File: config.mk
export PLATFORM = sky130hd
export DESIGN_NAME = pwrseq_ctrl
export DESIGN_NICKNAME = d
export VERILOG_FILES = /design/src/rtl/pwrseq_pkg.sv /design/src/rtl/pwrseq_timer.sv /design/src/rtl/pwrseq_ctrl.sv
export SDC_FILE = /design/constraint.sdc
export NUM_CORES = 1
export LEC_CHECK = 0
export ABC_AREA = 0
export BUFFER_PORTS_ARGS = -buffer_cell sky130_fd_sc_hd__buf_2
export CORE_ASPECT_RATIO = 0.7
export CORE_MARGIN = 3
export CORE_UTILIZATION = 65
export DETAILED_ROUTE_END_ITERATION = 8
export PLACE_DENSITY_LB_ADDON = 0.08
export RECOVER_POWER = 50
export SLEW_MARGIN = 20
export SYNTH_ARGS = -nofsm -noshare
export SYNTH_HDL_FRONTEND = slang
export SYNTH_SLANG_ARGS = --single-unit
export TNS_END_PERCENT = 5
File: constraint.sdc
create_clock -name wb_clk_i -period 4.5 [get_ports wb_clk_i]
set_input_delay 0.675 -clock wb_clk_i [delete_from_list [all_inputs] [get_ports wb_clk_i]]
set_output_delay 0.675 -clock wb_clk_i [all_outputs]
set_load 0.005 [all_outputs]
File: src/rtl/pwrseq_pkg.sv
// pwrseq_pkg: shared state encodings and parameter helpers for the power/reset/boot sequencer.
// Optional heartbeat feature is enabled in pwrseq_ctrl by defining PWRSEQ_HEARTBEAT_EN.
package pwrseq_pkg;

    localparam int unsigned STATE_W = 3;

    // Externally visible state encodings (driven on state_o)
    localparam logic [STATE_W-1:0] ST_OFF      = 3'd0;
    localparam logic [STATE_W-1:0] ST_RAMP_UP  = 3'd1;
    localparam logic [STATE_W-1:0] ST_RST_HOLD = 3'd2;
    localparam logic [STATE_W-1:0] ST_CSB_HOLD = 3'd3;
    localparam logic [STATE_W-1:0] ST_RUN      = 3'd4;
    localparam logic [STATE_W-1:0] ST_RAMP_DN  = 3'd5;

    typedef enum logic [STATE_W-1:0] {
        StOff     = ST_OFF,
        StRampUp  = ST_RAMP_UP,
        StRstHold = ST_RST_HOLD,
        StCsbHold = ST_CSB_HOLD,
        StRun     = ST_RUN,
        StRampDn  = ST_RAMP_DN
    } state_e;

    // A cycle parameter is usable if it is non-zero and fits a cnt_w-bit counter.
    function automatic logic cycles_fit(longint unsigned val, int unsigned cnt_w);
        longint unsigned max_val;
        max_val = (64'd1 << cnt_w) - 64'd1;
        return (val >= 64'd1) && (val <= max_val);
    endfunction

endpackage

File: src/rtl/pwrseq_timer.sv
// pwrseq_timer: loadable down-counter. done pulses on the enabled cycle the count
// leaves 1, so a load of L raises done on the L-th enabled edge after the load.
// The count saturates at zero and never wraps.
module pwrseq_timer
    import pwrseq_pkg::*;
#(
    parameter int unsigned CNT_W = 16
) (
    input  logic             clk,
    input  logic             rst,
    input  logic             load,
    input  logic [CNT_W-1:0] load_val,
    input  logic             en,
    output logic             done
);

    logic [CNT_W-1:0] cnt_q;

    // Count register: load has priority over counting; stop at zero.
    always_ff @(posedge clk) begin
        if (rst) begin
            cnt_q <= '0;
        end else if (load) begin
            cnt_q <= load_val;
        end else if (en && (cnt_q != '0)) begin
            cnt_q <= cnt_q - CNT_W'(1);
        end
    end

    assign done = en && (cnt_q == CNT_W'(1));

endmodule

File: src/rtl/pwrseq_ctrl.sv
// pwrseq_ctrl: rail / core-reset / flash-CSB bring-up and reverse power-down sequencer
// with a bring-up watchdog. Define PWRSEQ_HEARTBEAT_EN to enable the RUN-state heartbeat
// pulse on hb_o; otherwise hb_o is tied low and the heartbeat counter is not built.
module pwrseq_ctrl
    import pwrseq_pkg::*;
#(
    parameter int unsigned N_RAILS         = 4,
    parameter int unsigned STEP_CYCLES     = 4,
    parameter int unsigned RST_HOLD_CYCLES = 80,
    parameter int unsigned CSB_HOLD_CYCLES = 6800,
    parameter int unsigned WDOG_CYCLES     = 8192,
    parameter int unsigned HB_CYCLES       = 1000,
    parameter int unsigned CNT_W           = 16
) (
    input  logic               wb_clk_i,
    input  logic               wb_rst_i,
    input  logic               en_i,
    output logic [N_RAILS-1:0] rail_en_o,
    output logic               rst_n_o,
    output logic               csb_force_o,
    output logic               ready_o,
    output logic [STATE_W-1:0] state_o,
    output logic               wdog_expire_o,
    output logic               hb_o
);

    // Elaboration-time parameter bounds
    if ((N_RAILS < 1) || (N_RAILS > 8)) begin : g_bad_n_rails
        $error("pwrseq_ctrl: N_RAILS must be 1..8");
    end
    if ((CNT_W < 1) || (CNT_W > 32)) begin : g_bad_cnt_w
        $error("pwrseq_ctrl: CNT_W must be 1..32");
    end
    if (!cycles_fit(STEP_CYCLES, CNT_W)) begin : g_bad_step
        $error("pwrseq_ctrl: STEP_CYCLES out of range for CNT_W");
    end
    if (!cycles_fit(RST_HOLD_CYCLES, CNT_W)) begin : g_bad_rst_hold
        $error("pwrseq_ctrl: RST_HOLD_CYCLES out of range for CNT_W");
    end
    if (!cycles_fit(CSB_HOLD_CYCLES, CNT_W)) begin : g_bad_csb_hold
        $error("pwrseq_ctrl: CSB_HOLD_CYCLES out of range for CNT_W");
    end
    if (!cycles_fit(WDOG_CYCLES, CNT_W)) begin : g_bad_wdog
        $error("pwrseq_ctrl: WDOG_CYCLES out of range for CNT_W");
    end
    if (!cycles_fit(HB_CYCLES, CNT_W)) begin : g_bad_hb
        $error("pwrseq_ctrl: HB_CYCLES out of range for CNT_W");
    end

    localparam logic [CNT_W-1:0]   STEP_LD  = CNT_W'(STEP_CYCLES);
    localparam logic [CNT_W-1:0]   RST_LD   = CNT_W'(RST_HOLD_CYCLES);
    localparam logic [CNT_W-1:0]   CSB_LD   = CNT_W'(CSB_HOLD_CYCLES);
    localparam logic [CNT_W-1:0]   WDOG_LD  = CNT_W'(WDOG_CYCLES);
    localparam logic [N_RAILS-1:0] RAIL_ONE = N_RAILS'(1);

    state_e             state_q, state_d;
    logic [N_RAILS-1:0] rail_q, rail_d;
    logic               rst_n_q, rst_n_d;
    logic               csb_q, csb_d;
    logic               ready_q, ready_d;
    logic               wdog_q, wdog_d;
    logic               hb_q, hb_d;

    logic               ph_load, ph_en, ph_done;
    logic [CNT_W-1:0]   ph_val;
    logic               wd_load, wd_en, wd_done;
    logic               go_down;

    // Phase timer: rail step spacing, reset hold and CSB hold
    pwrseq_timer #(
        .CNT_W (CNT_W)
    ) u_phase_timer (
        .clk      (wb_clk_i),
        .rst      (wb_rst_i),
        .load     (ph_load),
        .load_val (ph_val),
        .en       (ph_en),
        .done     (ph_done)
    );

    // Bring-up watchdog: loaded when leaving OFF, counts only until RUN is reached
    pwrseq_timer #(
        .CNT_W (CNT_W)
    ) u_wdog_timer (
        .clk      (wb_clk_i),
        .rst      (wb_rst_i),
        .load     (wd_load),
        .load_val (WDOG_LD),
        .en       (wd_en),
        .done     (wd_done)
    );

    // State and output registers; synchronous reset drops every rail at once
    always_ff @(posedge wb_clk_i) begin
        if (wb_rst_i) begin
            state_q <= StOff;
            rail_q  <= '0;
            rst_n_q <= 1'b0;
            csb_q   <= 1'b1;
            ready_q <= 1'b0;
            wdog_q  <= 1'b0;
            hb_q    <= 1'b0;
        end else begin
            state_q <= state_d;
            rail_q  <= rail_d;
            rst_n_q <= rst_n_d;
            csb_q   <= csb_d;
            ready_q <= ready_d;
            wdog_q  <= wdog_d;
            hb_q    <= hb_d;
        end
    end

    // Next-state, timer control and next output values
    always_comb begin
        state_d = state_q;
        rail_d  = rail_q;
        rst_n_d = rst_n_q;
        csb_d   = csb_q;
        ready_d = ready_q;
        wdog_d  = wdog_q;
        ph_load = 1'b0;
        ph_val  = STEP_LD;
        ph_en   = 1'b0;
        wd_load = 1'b0;
        wd_en   = 1'b0;
        go_down = 1'b0;

        case (state_q)
            StOff: begin
                // A sticky watchdog expiry locks the sequencer off until reset
                if (en_i && !wdog_q) begin
                    state_d = StRampUp;
                    ph_load = 1'b1;
                    wd_load = 1'b1;
                end
            end

            StRampUp, StRstHold, StCsbHold: begin
                ph_en = 1'b1;
                wd_en = 1'b1;
                // Watchdog beats an en_i drop, which beats any phase completion
                if (wd_done) begin
                    wdog_d  = 1'b1;
                    go_down = 1'b1;
                end else if (!en_i) begin
                    go_down = 1'b1;
                end else if (ph_done) begin
                    ph_load = 1'b1;
                    if (state_q == StRampUp) begin
                        // Rails are thermometer coded from bit 0 upward
                        rail_d = (rail_q << 1) | RAIL_ONE;
                        if (rail_d == '1) begin
                            state_d = StRstHold;
                            ph_val  = RST_LD;
                        end
                    end else if (state_q == StRstHold) begin
                        rst_n_d = 1'b1;
                        state_d = StCsbHold;
                        ph_val  = CSB_LD;
                    end else begin
                        csb_d   = 1'b0;
                        ready_d = 1'b1;
                        state_d = StRun;
                    end
                end
            end

            StRun: begin
                if (!en_i) begin
                    go_down = 1'b1;
                end
            end

            StRampDn: begin
                ph_en = 1'b1;
                // en_i is deliberately not looked at until OFF is reached
                if (rail_q == '0) begin
                    state_d = StOff;
                end else if (ph_done) begin
                    // Shifting down clears the highest set rail of the thermometer code
                    rail_d  = rail_q >> 1;
                    ph_load = 1'b1;
                    if (rail_d == '0) begin
                        state_d = StOff;
                    end
                end
            end

            default: begin
                state_d = StOff;
            end
        endcase

        // Power-down entry: reset and CSB are asserted on the trigger edge itself
        if (go_down) begin
            state_d = StRampDn;
            rst_n_d = 1'b0;
            csb_d   = 1'b1;
            ready_d = 1'b0;
            ph_load = 1'b1;
            ph_val  = STEP_LD;
        end
    end

`ifdef PWRSEQ_HEARTBEAT_EN
    localparam logic [CNT_W-1:0] HB_LD = CNT_W'(HB_CYCLES);

    logic             hb_load, hb_done;
    logic [CNT_W-1:0] hb_val;

    // Heartbeat reload on RUN entry and on every period; cleared when leaving RUN
    always_comb begin
        hb_load = 1'b0;
        hb_val  = '0;
        hb_d    = 1'b0;
        if (state_d == StRun) begin
            if ((state_q != StRun) || hb_done) begin
                hb_load = 1'b1;
                hb_val  = HB_LD;
            end
            hb_d = hb_done;
        end else if (state_q == StRun) begin
            hb_load = 1'b1;
        end
    end

    pwrseq_timer #(
        .CNT_W (CNT_W)
    ) u_hb_timer (
        .clk      (wb_clk_i),
        .rst      (wb_rst_i),
        .load     (hb_load),
        .load_val (hb_val),
        .en       (state_q == StRun),
        .done     (hb_done)
    );
`else
    assign hb_d = 1'b0;
`endif

    assign rail_en_o     = rail_q;
    assign rst_n_o       = rst_n_q;
    assign csb_force_o   = csb_q;
    assign ready_o       = ready_q;
    assign state_o       = state_q;
    assign wdog_expire_o = wdog_q;
    assign hb_o          = hb_q;

endmodule

-- Word level (Yosys, flattened, before mapping)
Cells that the tools add are included.
- add/subtract/negate cells: 2
- equality and inequality tests: 26
- multiplexer cells: 44
- bitwise logic cells: 4
- reductions and logical operators: 24
- operator list (cell ; count):
    $mux W16 ; 8
    $mux W3 ; 11
    $eq A16 B1 Y1 const B ; 2
    $reduce_bool A16 Y1 ; 2
    $sub A16 B1 Y16 const B ; 2
    $mux W14 ; 2
    $mux W4 ; 6
    $ne A3 B3 Y1 const B ; 7
    $ne A2 B2 Y1 const B ; 8
    $reduce_and A8 Y1 ; 2
    $mux W13 ; 1
    $ne A4 B4 Y1 const B ; 3
    $pmux W3 S4 ; 1
    $reduce_and A6 Y1 ; 2
    $mux W1 ; 11
    $eq A3 B3 Y1 const B ; 3
    $logic_not A4 Y1 ; 2
    $pmux W4 S2 ; 1
    $mux W7 ; 1
    $reduce_and A7 Y1 ; 1
    $eq A3 B2 Y1 const B ; 2
    $reduce_bool A2 Y1 ; 3
    $logic_and A1 B1 Y1 ; 5
    $not A1 Y1 ; 4
    other kinds (9) ; 10
- register bits: 43
- input bits: 3
- output and inout bits: 12

-- Depth between registers and ports, before layout
Gate-level depths: netlist (run 1).
- word-level depth: 10
- gate-level depth with buffers: 9

-- Cells and area by module
Synthesis (run 1) repeated with hierarchy kept, for this count alone.
- cell total of the unflattened synthesis: 345
- area, all modules: 2834.0 µm²
- by module, submodules not included (module ; instances ; cells each ; area each (µm²)):
    pwrseq_timer (u_phase_timer) ; 1 ; 126 ; 1057.3
    pwrseq_timer (u_wdog_timer) ; 1 ; 126 ; 1053.5
    pwrseq_ctrl ; 1 ; 93 ; 723.2

-- Worst setup path before layout (run 1)
OpenSTA, ideal clock, no wires.
- path kind: reg-to-reg
- from: register u_phase_timer.cnt_q[1]
- to: register u_phase_timer.cnt_q[7]
- setup time: 0.116 ns
- arrival time: 1.929 ns
- setup slack: 2.455 ns
- stages on the path, launching flop included: 10
- buffers on the path: 1
- period minus slack after synthesis: 2.045 ns
- cell sequence: dfxtp_1 -> inv_1 -> ha_1 -> or4b_1 -> a21oi_2 -> a21oi_2 -> o211ai_2 -> buf_2 -> a31oi_1 -> o211a_1
- longest elaborated chain between the ends: 8
- elaborated cells on any way between the ends: 19
- those cells by class: 1 x add/sub; 1 x eq/ne; 13 x mux; 4 x reduce/logical
- RTL lines (item ; RTL line ; text):
    from (decl) ; pwrseq_timer.sv:17 ; logic [CNT_W-1:0] cnt_q;
    from (signal assigned) ; pwrseq_timer.sv:24 ; cnt_q <= load_val;
    from (signal assigned) ; pwrseq_timer.sv:26 ; cnt_q <= cnt_q - CNT_W'(1);
    $eq A16 B1 Y1 ; pwrseq_timer.sv:30 ; assign done = en && (cnt_q == CNT_W'(1));
    $logic_and A1 B1 Y1 ; pwrseq_timer.sv:30 ;
    $mux W1 or $mux W16 (tied branches) ; pwrseq_ctrl.sv:148, pwrseq_ctrl.sv:180 ;
    $mux W1 or $mux W16 (tied branches) ; pwrseq_ctrl.sv:146 ; end else if (!en_i) begin
    $mux W1 or $mux W16 (tied branches) ; pwrseq_ctrl.sv:143 ; if (wd_done) begin
    $pmux W1 S3 or $mux W16 (tied branches) ; pwrseq_ctrl.sv:129 ; case (state_q)
    $mux W1 or $mux W16 (tied branches) ; pwrseq_ctrl.sv:196 ; if (go_down) begin
    $mux W16 or $reduce_bool A2 Y1 (tied branches) ; -- ;
Parallel ways exist; a longest one is shown, timed or not. The select of a mux whose other input is x is not followed.
A chain may end at the register's enable or synchronous reset.

-- Worst setup path after layout (run 1)
- from: register u_wdog_timer.cnt_q[4]
- to: register u_phase_timer.cnt_q[12]
- longest elaborated chain between the ends: 6
- elaborated cells on any way between the ends: 12
- those cells by class: 1 x eq/ne; 9 x mux; 2 x reduce/logical
- RTL lines (item ; RTL line):
    from (decl) ; pwrseq_timer.sv:17
    from (signal assigned) ; pwrseq_timer.sv:24
    from (signal assigned) ; pwrseq_timer.sv:26
    $eq A16 B1 Y1 * ; pwrseq_timer.sv:30
    $logic_and A1 B1 Y1 * ; pwrseq_timer.sv:30
    $mux W1 or $mux W16 (tied branches) ; pwrseq_ctrl.sv:143
    $pmux W1 S3 (tied with other cells) ; pwrseq_ctrl.sv:129
    $mux W1 or $mux W16 (tied branches) ; pwrseq_ctrl.sv:196
    $mux W16 or $reduce_bool A2 Y1 (tied branches) ; --
Every way passes the cells marked *; elsewhere a longest branch is shown, timed or not.

==> results by stage, run 1 <==
Global route:
- The first global-routing pass estimated 9825 um of wire.
- The initial antenna violation count is 0.
- The number of global-route vias before repair is 2108.
- The remaining global-route overflow is 0.
- Entering global routing, the biggest net connects 17 pins.
- In the global route stage, overall resource usage came out at 0.2732.

Timing:
- The tightest hold path in the finished design has a slack of 0.4643 ns.
- Setup repair after global routing left no endpoint under its margin.
- The pin slew with the least headroom to its limit is 0.7847 ns.
- The max-slew violation total from the final report is 0.
- The count of final hold-check violations is 0.
- Static timing analysis puts the maximum clock frequency at 378.7 MHz.
- For the finished layout, the period the worst path requires is 2.641 ns.
- The number of failing setup endpoints in the final timing report is 0.
- The part of the cycle the worst path needs is 0.5868.
- Measured against its own limit, the worst slew margin works out to 0.4721.
- For the final database, setup skew stands at 0.005008 ns.
- Setup total negative slack on the finished layout was measured at 0 ns.

Worst setup path:
- The critical path capture point type is a flop.
- The worst setup path is launched from a flop.
- Together, buffers and inverters on the worst path number 0.
- The internal reg-to-reg setup slack is 1.86 ns.
- Along the worst path, the maximum fanout reaches 13.
- The worst endpoint data arrival time is 2.86 ns.
- The classification of the worst setup path is reg -> reg.
- In this run the critical register-to-register path is launched from u_wdog_timer.cnt_q[4]$_SDFFE_PP0P_.
- Among cell families on the critical path, the largest total delay comes from compound AO/OA/AOI/OAI gates.
- The launch point of the critical path is u_wdog_timer.cnt_q[4]$_SDFFE_PP0P_.
- The required time of the critical path is 4.72 ns.
- Traced cell by cell, the critical path runs through nor4_1 > nand4_2 > a2111oi_4 > o211ai_2 > a31o_1 > a211oi_1.
- The master of the slowest instance on the critical path is nor4_1.
- The peak per-stage delay on the critical path is 0.71 ns.

Pwr:
- Across the VDD grid, the largest voltage drop is 516.7 uV.
- The leakage power figure is 1.027 nW.
- Power spread over the standard cell area amounts to 923.1 mW/mm2.
- Total power for the finished layout comes to 2.472 mW.

Yosys:
- The total nets after synthesis is 295.
- The simple logic cell fraction of the synthesized area is 0.3181.
- The number of warnings printed during yosys synthesis is 0.
- The combinational family with the most area after synthesis is simple AND/OR/NAND/NOR gates.
- The per-instance average area after synthesis is 8.732 um2.
- In this run, synthesis produced a sequential element count of 43.
- Of the total synthesized cell area, the portion taken by full adders, half adders and majority gates is 0.03006.
- The share of synthesized flip-flops with an asynchronous set or reset is 0.
- The gate count after technology mapping is 286.
- The share of the Yosys chip area taken by registers is 0.3447.
- Of the total synthesized cell area, the portion taken by XOR and XNOR cells is 0.07365.
- The share of the synthesized area in the top cell type is 0.3447.
- By area the synthesized netlist is led by dfxtp_1 34%, nor2_1 7.2%, xor2_1 4.2%, xnor2_1 3.2%, ha_1 3.0%.
- The number of library cell types mapped by synthesis is 69.
- The synthesized-area fraction occupied by ao, oa, aoi and oai cells came to 0.1879.
- The multiplexer fraction of the synthesized cell area is 0.01202.
- Of all cell types, the one taking the most synthesized area is dfxtp_1.
- Among all flip-flop cells after synthesis, the most frequent one is dfxtp_1.
- The total standard cell area after synthesis is 0.002497 mm2.
- The count of flip-flops with a built-in enable after synthesis is 0.

Placement:
- The detailed placement HPWL is 3915 um.
- The number of port buffers is 13.
- The congestion estimate from routability-driven global placement came to 0.8512.
- After detailed placement, the design holds a cell count of 341.

Clock tree:
- In this run the clock root is driven by a clkbuf_8.
- Hold repair after CTS inserted 0 buffers.
- Clock-pin slew was measured on the worst setup and hold paths at 0.08 ns.
- The tree built by TritonCTS fans out to 43 sinks.
- The number of setup buffers added after CTS is 0.
- The clock latency at the later pin of the worst-skew pair is 0.30 ns.
- The count of instances resized after the clock tree is built is 0.
- Counting the buffers created by CTS gives 5.
- The level count of the clock H-tree is 2.
- The clock tree from TritonCTS is yes.
- The maximum clock insertion buffer count is 2.

Floorplan:
- The core region is 0.003603 mm2.
- The floorplan has 18 rows.
- In this run the count of I/O pins placed on the die edge is 15.
- The floorplan die height is 57.86 um.
- The starting utilization of the core area is 0.6931.
- The horizontal die dimension is 80.09 um.
- The die footprint is 0.004634 mm2.

Worst hold path:
- The hold path startpoint is csb_force_o$_SDFFE_PP1P_.
- The type of the worst min-delay path is reg -> reg.

Layout:
- For this run, the post-layout net count is 307.
- The filler cell count in the final layout is 276.
- The library cell used most frequently in the layout, excluding fill and tap cells, is nor2_1.
- The library cells used most frequently in the layout, excluding fill and tap cells, are 48 x nor2_1, 43 x dfxtp_1, 16 x nor3_1, 16 x nand2_1.
- The number of antenna diodes in the final layout is 0.
- Relative to the synthesized area, the layout overhead comes to 7.215%.
- Of the cells placed in the final design, the portion with a size suffix greater than 1 is 0.1405.
- The number of standard cells in the layout, taps in and fillers out is 349.

Detailed routing:
- The count of routing violations after the opening detailed-route iteration is 164.
- The number of search-and-repair iterations in the first detailed-routing pass is 7.
- The count of nets left with antenna violations once routing finished came out at 0.
- The total number of vias is 2179.
- After detailed routing, the number of remaining DRC violations is 0.
- The final wirelength is 5684 um.
- The vias per cell is 6.244.
- The routed length per placed instance is 16.29 um.

Status:
- The run finished with clean final reports.

Run:
- The tool flagged a number of max-cap violations equal to 0.
==> cell type report <==
class                      count  area, um2  share of cell area
tap                           50      62.56             0.02336
inverter                      10      37.54             0.01402
clock buffer                   6      82.58             0.03084
timing repair buffer          13      63.81             0.02383
multi-input combinational    225       1535              0.5734
sequential                    43      860.8              0.3215
clock inverter                 2      35.03             0.01308
==> power breakdown <==
| group | leakage [nW] | internal [mW] | switching [mW] | total [mW] |
|---|---|---|---|---|
| clock network | 0.0612 | 0.180 | 0.135 | 0.315 |
| logic | 0.616 | 0.587 | 0.895 | 1.48 |
| registers | 0.350 | 0.509 | 0.167 | 0.675 |
==> cells by family after synthesis <==
group                    Yosys count
multiplexers                       3
AO/OA/AOI/OAI                     57
flip-flops                        43
AND/OR/NAND/NOR                  137
other                              1
XOR/XNOR                          21
buffers and inverters             18
adder cells (fa/ha/maj)            6
==> state kept, by name (all words and copies together), names as in the netlist <==
register / cells
rst_n_o: 1
u_wdog_timer.cnt_q: 16
u_phase_timer.cnt_q: 16
ready_o: 1
rail_en_o: 4
wdog_expire_o: 1
state_o: 3
csb_force_o: 1
==> worst paths after layout <==
check                                          to  cells past startpoint
max          u_phase_timer.cnt_q[12]$_SDFFE_PP0P_                      6
max reg2reg  u_phase_timer.cnt_q[12]$_SDFFE_PP0P_                      6
min reg2reg              csb_force_o$_SDFFE_PP1P_                      1
min                      csb_force_o$_SDFFE_PP1P_                      1
==> per-stage QoR <==
stage / setup slack, ns / instance area (um2) / util
6_report: 1.859 / 2678 / 0.7431
5_1_grt: 1.560 / 2678 / 0.7431
4_1_cts: 2.141 / 2700 / 0.7493
3_5_place_dp: 2.121 / 2582 / 0.7167
3_3_place_gp: 2.204 / 2582 / 0.7167
2_1_floorplan: 2.455 / 2497 / -
==> synth_stat cells (all sizes together) (4+ instances only) <==
library cell,n
nor4,8
dfxtp,43
and2,5
nand3,10
nand2,16
buf,4
or3,4
a211oi,8
nand4b,4
a21oi,16
o21ai,5
nand3b,5
nor3,18
nor2,48
ha,6
xor2,12
xnor2,9
inv,10
a31oi,5
==> routing by layer <==
layer | up-vias | share of wire | global-route usage
met3 | 14 | 0.070 | 0.05590
met1 | 1019 | 0.47 | 0.3689
met4 | 0 | 0.018 | 0.1060
li1 | 1061 | - | -
met2 | 85 | 0.45 | 0.4328
met5 | - | 0 | 0
No activity file was read; power rests on OpenSTA's default activity.
==> run 2: changes to the inputs <==
- CORE_UTILIZATION: 65 -> 54
- clock period: 4.5 -> 2.3 ns (I/O delays scaled with it)
==> run 2 against run 1 <==
  * Critical path depth is 3 higher
  * Clock-buffer cell count grew 2
  * Worst hold slack lost 0.055 ns
  * Die area grew 18%
  * Combinational power rose by 130%
  * Clock power increased by 66%
  * Global-route usage fell by 5.8 points
  * Critical path type unchanged
  * Critical endpoint is now u_phase_timer.cnt_q[7]$_SDFFE_PP0P_
==> results by stage, run 2 (same netlist as run 1, synthesis figures left out) <==
Status:
- The run finished with clean final reports.

Clock tree:
- Counting every sink on the clock net gives 43.
- After clock tree synthesis, the flow added hold-fix buffers numbering 0.
- The number of clock buffers added by TritonCTS is 5.
- The clock latency at the later pin of the worst-skew pair is 0.29 ns.
- The clock transition at the register clock pins on the worst setup and hold paths after CTS is 0.08 ns.
- No sink is reached through more buffers than the 2 on the longest clock path.
- The CTS root buffer is clkbuf_8.
- In this run the number of H-tree levels came out at 2.
- TritonCTS built the clock tree.

Detailed routing:
- The vias per cell is 5.753.
- The total number of vias is 2163.
- The count of nets left with antenna violations once routing finished came out at 0.
- In the routed design, unresolved DRC markers number 0.
- The final wirelength is 5745 um.
- The routed length per placed instance is 15.28 um.
- Before antenna repair, the detailed router went through 4 iterations.
- The count of routing violations after the opening detailed-route iteration is 158.

Run:
- The count of maximum capacitance violations is 0.

Floorplan:
- After floorplanning, the core was divided into 20 placement rows.
- The floorplan die height is 62.90 um.
- The total area inside the core boundary comes to 0.004404 mm2.
- The number of top-level pins is 15.
- The die footprint is 0.005489 mm2.
- The starting utilization of the core area is 0.5670.
- The horizontal die dimension is 87.28 um.

Worst setup path:
- The internal reg-to-reg setup slack is 0.1 ns.
- The required time of the critical path is 2.48 ns.
- The worst endpoint data arrival time is 2.39 ns.
- The classification of the worst setup path is reg -> reg.
- The startpoint identified for the worst register-to-register timing path is u_phase_timer.cnt_q[1]$_SDFFE_PP0P_.
- Counting cells, the worst reg-to-reg path comes to 9.
- The worst register-to-register path ends at u_phase_timer.cnt_q[7]$_SDFFE_PP0P_.
- STA classifies the critical path startpoint as a flop.
- STA classifies the critical path endpoint as a flop.
- The biggest fanout along the worst timing path is 5.

Timing:
- After routing, the total negative slack on setup checks comes to 0 ns.
- The number of failing setup endpoints in the final timing report is 0.
- The timing-limited maximum frequency is 454.0 MHz.
- In the post-route analysis, the smallest setup slack over all paths is 0.09724 ns.
- The part of the cycle the worst path needs is 0.9577.
- Across the routed clock network, the largest skew measured is 0.002519 ns.
- The max-slew violation total from the final report is 0.
- In this run the tightest slew margin relative to its limit is 0.6543.
- The smallest clock period supported by the final layout is computed as 2.203 ns.
- The pin slew with the least headroom to its limit is 0.5173 ns.
- The count of final hold-check violations is 0.

Layout:
- In the final layout, the share of cells above drive strength 1 is 0.2150.
- At the end of the flow, the number of nets in the layout was 329.
- The antenna diode count is 0.
- The number of standard cells in the layout, taps in and fillers out is 376.
- Compared with the post-synthesis result, the final layout area differs by 15.98%.
- The most frequent standard cell in the layout excluding fill and tap cells is nor2_1.
- The top cell types in the final layout, fill and taps aside, are 48 x nor2_1, 43 x dfxtp_1, 19 x buf_4, 16 x nand2_1, 15 x nor3_1.

Global route:
- After global routing the overflow that remains totals 0.
- The first global-routing pass estimated 9446 um of wire.
- The initial antenna violation count came to 0.
- Entering global routing, the biggest net connects 16 pins.
- The number of global-route vias before repair came to 1933.
- The global router's overall resource usage is 0.2155.

Placement:
- The global placer's final weighted congestion is 0.8230.
- The cell count after placement is 363.
- During placement, the flow inserted port buffers numbering 13.
- The wire-length estimate of the detail-placed layout is 4103 um.
- The post-placement worst setup slack is 0.07032 ns.

Worst hold path:
- The worst hold path belongs to the class in -> reg.
- The terminating pin of the worst hold path is u_phase_timer.cnt_q[2]$_SDFFE_PP0P_.
- The worst hold path begins at wb_rst_i.
- Along the worst hold path, the cell count comes to 2.

Pwr:
- IR analysis of the VDD net gives a maximum drop of 996.7 uV.
- The cell area power density is 1820 mW/mm2.
- For this design the static power due to leakage is 1.134 nW.
[run 2: where the power goes]
part	internal (mW)	switching, mW
registers	0.995	0.311
clock network	0.274	0.250
logic	1.54	1.90
total	2.81	2.46
[run 2: final cells by class]
class / count / area (um2)
Timing Repair Buffer: 34 / 231.5
Sequential cell: 43 / 860.8
Tap cell: 55 / 68.82
Clock buffer: 8 / 100.1
Inverter: 10 / 37.54
Multi-Input combinational cell: 226 / 1598
Fill cell: 391 / 1508
[run 2: worst max-delay path by stage]
stage	slack, ns	end	cells past startpoint	from
floorplan	0.25	u_phase_timer.cnt_q[7]$_SDFFE_PP0P_	9	u_phase_timer.cnt_q[1]$_SDFFE_PP0P_
finish	0.1	u_phase_timer.cnt_q[7]$_SDFFE_PP0P_	9	u_phase_timer.cnt_q[1]$_SDFFE_PP0P_
global route	-0.001	u_phase_timer.cnt_q[7]$_SDFFE_PP0P_	7	u_wdog_timer.cnt_q[7]$_SDFFE_PP0P_
CTS	0.04	u_phase_timer.cnt_q[7]$_SDFFE_PP0P_	8	u_phase_timer.cnt_q[1]$_SDFFE_PP0P_
global placement	0.11	u_phase_timer.cnt_q[7]$_SDFFE_PP0P_	8	u_phase_timer.cnt_q[1]$_SDFFE_PP0P_
detailed placement	0.07	u_phase_timer.cnt_q[7]$_SDFFE_PP0P_	8	u_phase_timer.cnt_q[1]$_SDFFE_PP0P_
[run 2: worst max-delay path, stage by stage, from the launching register on]
cell	delay (ns)
dfxtp_1	0.33
inv_1	0.10
ha_1	0.19
or4b_4	0.50
a21oi_2	0.15
a21oi_2	0.12
o211ai_4	0.30
buf_12	0.15
a31oi_1	0.04
o211a_1	0.21
[run 2: what timing repair did]
| item | CTS | global route |
|---|---|---|
| buffers inserted | 0 | 4 |
| gates resized for setup | 0 | 6 |
| endpoints found under the setup margin | 0 | 15 |
[run 2: stage by stage]
stage            util  hold WS, ns  total power [mW]  area [um2]
2_1_floorplan       -       0.4508             3.670        2497
3_3_place_gp   0.6168       0.4433             4.383        2716
3_5_place_dp   0.6168       0.4417             4.430        2716
4_1_cts        0.6395       0.4038             4.978        2816
5_1_grt        0.6577       0.4087             5.721        2897
6_report       0.6577       0.4094             5.272        2897
[run 2: per-layer routing]
layer	track usage	vias up	wire length, um
met5	0	-	0
met4	0.04023	0	17
met3	0.03953	2	250
met2	0.3036	38	2422
met1	0.3384	1010	3055
li1	-	1113	-
==> run 3: changes to the inputs <==
- CORE_UTILIZATION: 54 -> 55
- SYNTH_HIERARCHICAL: not set -> 1
==> run 3 against run 2 <==
  * The flow now finishes with violations (setup timing)
  * Global-route usage increased by 6.2 points
  * Highest routed layer unchanged
  * Clock power rose by 19%
  * Combinational power decreased by 68%
  * Non-clock buffer count rose by 41
  * Fmax down 7.0%
  * Utilization up 10 points
  * First-iteration DRC count up 74%
  * Flip-flop and latch count stayed put
  * Design area grew 28%
  * Final cell count up 34%
  * Setup slack worse by 0.17 ns
  * Largest cell class unchanged
  * Via count increased by 41%
  * Critical path type unchanged
==> results by stage, run 3 <==
Detailed routing:
- The count of routing violations after the opening detailed-route iteration is 275.
- The routed length per placed instance is 16.90 um.
- In the routed design, unresolved DRC markers number 0.
- The remaining antenna violation count after routing is 0.
- The final wirelength is 8520 um.
- The number of search-and-repair iterations in the first detailed-routing pass is 6.
- In the routed layout, each cell is associated on average with a via count of 6.067.
- The total number of vias is 3058.

Timing:
- The count of final hold-check violations came to 0.
- The timing-limited maximum frequency is 422.2 MHz.
- Of the available clock period, the critical path in the final layout requires 1.030.
- At the pin with the least slew margin, the transition time is 0.6560 ns.
- The worst clock skew is 0.008480 ns.
- Setup violations remaining at the end of the flow were counted as 8.
- Setup repair after global routing could not meet its margin everywhere.
- The smallest clock period supported by the final layout is computed as 2.369 ns.
- The smallest hold slack is 0.3845 ns.
- The remaining max-slew budget at the tightest pin is 0.5622.
- The max-slew violation total from the final report came to 0.
- The final critical-path setup slack is -0.06878 ns.
- In the final timing run, aggregate negative setup slack is -0.2996 ns.

Worst setup path:
- The number of cells on the worst reg-to-reg path is 8.
- The worst setup path is captured at a flop.
- The most critical setup path has its startpoint at u_phase_timer/cnt_q[9]$_SDFFE_PP0P_.
- The endpoint identified for the worst register-to-register timing path is u_phase_timer/cnt_q[6]$_SDFFE_PP0P_.
- The startpoint of the worst-slack reg-to-reg timing path is u_phase_timer/cnt_q[9]$_SDFFE_PP0P_.
- The worst setup path is launched from a flop.
- The most critical setup path has its endpoint at u_phase_timer/cnt_q[6]$_SDFFE_PP0P_.
- STA puts the critical path data arrival time at 2.58 ns.
- Along the worst path, the maximum fanout reaches 4.
- The internal reg-to-reg setup slack is -0.07 ns.
- At the worst endpoint, the required time is 2.51 ns.
- The classification of the worst setup path is reg -> reg.

Yosys:
- Counting flops and latches in the post-synthesis netlist gives 43.
- The share of synthesized flip-flops with an asynchronous set or reset is 0.
- The number of warnings printed during yosys synthesis is 6.
- After synthesis, the most frequently instantiated cells are 43 x dfxtp_1, 34 x nor2_1, 25 x inv_1.
- The biggest area contributor in the post-synthesis netlist is dfxtp_1.
- In the post-synthesis netlist, the biggest area contributors are dfxtp_1 30%, a311oi_1 5.6%, nor2_1 4.5%, a21oi_1 3.7%, inv_1 3.3%.
- The post-synthesis sequential area ratio is 0.3038.
- dfxtp_1 is the most common cell in the netlist.
- The gate count after technology mapping is 345.
- The total standard cell area after synthesis is 0.002834 mm2.
- The per-instance average area after synthesis is 8.214 um2.
- The top flip-flop cell by instance count after synthesis is dfxtp_1.
- The number of different library cells used by synthesis comes to 70.
- The share of the synthesized area in the top cell type is 0.3038.
- Yosys mapped a number of flops with a built-in enable equal to 0.

Clock tree:
- TritonCTS built the clock tree.
- After clock tree synthesis, the clock-pin slew on the worst setup and hold paths is 0.08 ns.
- The total number of clock tree sinks is 43.
- CTS placed an instance of clkbuf_8 at the clock tree root.
- Counting along the longest clock path gives a buffer depth of 2.
- The number of buffers created by CTS is 5.
- The level count of the clock H-tree is 2.
- At the later pin of the worst-skew pair, clock insertion delay measures 0.29 ns.

Global route:
- The initial antenna violation count came to 0.
- The maximum number of pins on one net before global-route repair is 22.
- The global-route wire length before repair is 13530 um.
- The remaining global-route overflow is 0.
- The number of global-route vias before repair is 2786.
- The global router's overall resource usage is 0.2774.

Worst hold path:
- The path class of the tightest hold or removal check is in -> reg.

Floorplan:
- The die is 66.06 um tall.
- For this configuration, the core starts out at a cell density of 0.5799.
- The total area inside the core boundary comes to 0.004887 mm2.
- The floorplan step defined a die boundary enclosing 0.006064 mm2.
- The initialized floorplan defines 21 standard-cell rows.
- The die is 91.80 um wide.
- The number of top-level pins is 15.

Layout:
- The antenna diode count is 0.
- The net count of the finished layout is 441.
- From synthesis to final layout, the design area changed by 30.95%.
- Leaving out fill and tap cells, the most frequent cell in the layout is buf_4.
- In the layout the commonest cells are 61 x buf_4, 38 x dfxtp_1, 32 x nor2_1, 26 x conb_1, 24 x inv_1.
- The design area is 0.003711 mm2.
- The fraction of layout cells with a size suffix above 1 is 0.2920.

Run:
- The count of maximum capacitance violations is 0.

Status:
- The flow ran to the end, but the final reports show violations.
- The checks that failed: setup timing.

Pwr:
- The power share of the combinational group is 0.416.
- The portion of total power attributed to the clock network is 0.233.
- The switching power as a share of total power is 0.3655.
- The cell area power density is 720.2 mW/mm2.
- The leakage power figure is 1.468 nW.
- Cell internal power was estimated by the tool at 1.696 mW.
- The sequential share of power is 0.350.
- VDD sags by at most 385.4 uV.
- The switching power of the nets is 976.7 uW.

Placement:
- The placed cell area is 0.003500 mm2.
- The count of buffers added on input and output ports is 13.
- At the end of routability-driven placement, the weighted congestion stood at 0.8861.
- The detailed placement HPWL is 6075 um.
run 3: changes by cell type after synthesis, sizes merged, moves of 7 or more:
cell / previous run / this run
nor3: 18 / 11
o21ai: 5 / 14
a311oi: 1 / 19
inv: 10 / 25
or4: 1 / 9
nor2b: 1 / 8
xnor2: 9 / 2
xor2: 12 / 0
nor2: 48 / 35
clkbuf: 3 / 12
run 3: worst min-delay path by stage:
| stage | end | from | depth (start not counted) | slack, ns |
|---|---|---|---|---|
| floorplan | u_phase_timer/cnt_q[15]$_SDFFE_PP0P_ | wb_rst_i | 1 | 0.41 |
| global placement | csb_force_o$_SDFFE_PP1P_ | csb_force_o$_SDFFE_PP1P_ | 1 | 0.43 |
| detailed placement | ready_o$_SDFFE_PP0P_ | ready_o$_SDFFE_PP0P_ | 2 | 0.45 |
| CTS | rail_en_o[0]$_SDFFE_PP0P_ | wb_rst_i | 2 | 0.37 |
| global route | rail_en_o[3]$_SDFFE_PP0P_ | wb_rst_i | 2 | 0.39 |
| finish | state_o[2]$_SDFFE_PP0P_ | wb_rst_i | 2 | 0.38 |
run 3: cells by family after synthesis:
kind of cell / Yosys count / share of synthesized area
and+or+nand+nor: 150 / 0.3289
AOI/OAI and AO/OA: 99 / 0.2706
DFF: 43 / 0.3038
buffers and inverters: 42 / 0.05960
adders and majority gates: 4 / 0.01766
muxes: 3 / 0.01060
other: 2 / 0.002650
xor gates and xnor gates: 2 / 0.006182
run 3: metal layers:
metal	up-vias	share of wire	GRT usage
met5	-	0	0
met4	0	0.0060	0.04444
met3	8	0.089	0.06030
met2	153	0.44	0.4422
met1	1410	0.46	0.3924
li1	1487	-	-
run 3: critical path: stages (launching register included):
cell and delay (ns):
dfxtp_2 0.32, or4_4 0.55, nor4_4 0.28, and4b_2 0.32
nand3b_1 0.17, nor2_2 0.16, and4b_1 0.20, inv_1 0.05
a221oi_2 0.23
run 3: power by group through the flow:
stage / logic, mW / registers (mW) / clock network, mW
2_1_floorplan: 0.623 / 0.948 / 0
3_3_place_gp: 0.998 / 0.934 / 0
3_5_place_dp: 1.03 / 0.941 / 0
4_1_cts: 1.07 / 0.929 / 0.627
5_1_grt: 1.21 / 0.947 / 0.658
6_report: 1.11 / 0.936 / 0.624
run 3: cell type report:
class | count | area (um2)
Tap cell | 69 | 86.33
Clock inverter | 2 | 35.03
Fill cell | 376 | 1176
Multi-Input combinational cell | 284 | 2007
Clock buffer | 6 | 82.58
Sequential cell | 43 | 867.1
Timing Repair Buffer | 75 | 539.3
Inverter | 25 | 93.84
run 3: through the flow:
stage                     total power, mW  instances    util  worst slack (ns)
after detailed placement            1.972        491  0.7161           -0.1510
after global routing                2.811        504  0.7593           -0.2063
final                               2.673        504  0.7593          -0.06878
after global placement              1.932        491  0.7161          -0.03671
after CTS                           2.628        503  0.7532          -0.05990
after floorplan                     1.571        369       -          -0.05954
run 3: what timing repair did:
item                       CTS  global route
buffers inserted             4             1
setup endpoints to repair   21            36
pin swaps                   12            16
hold buffers                 0             0
resized for setup           11             6
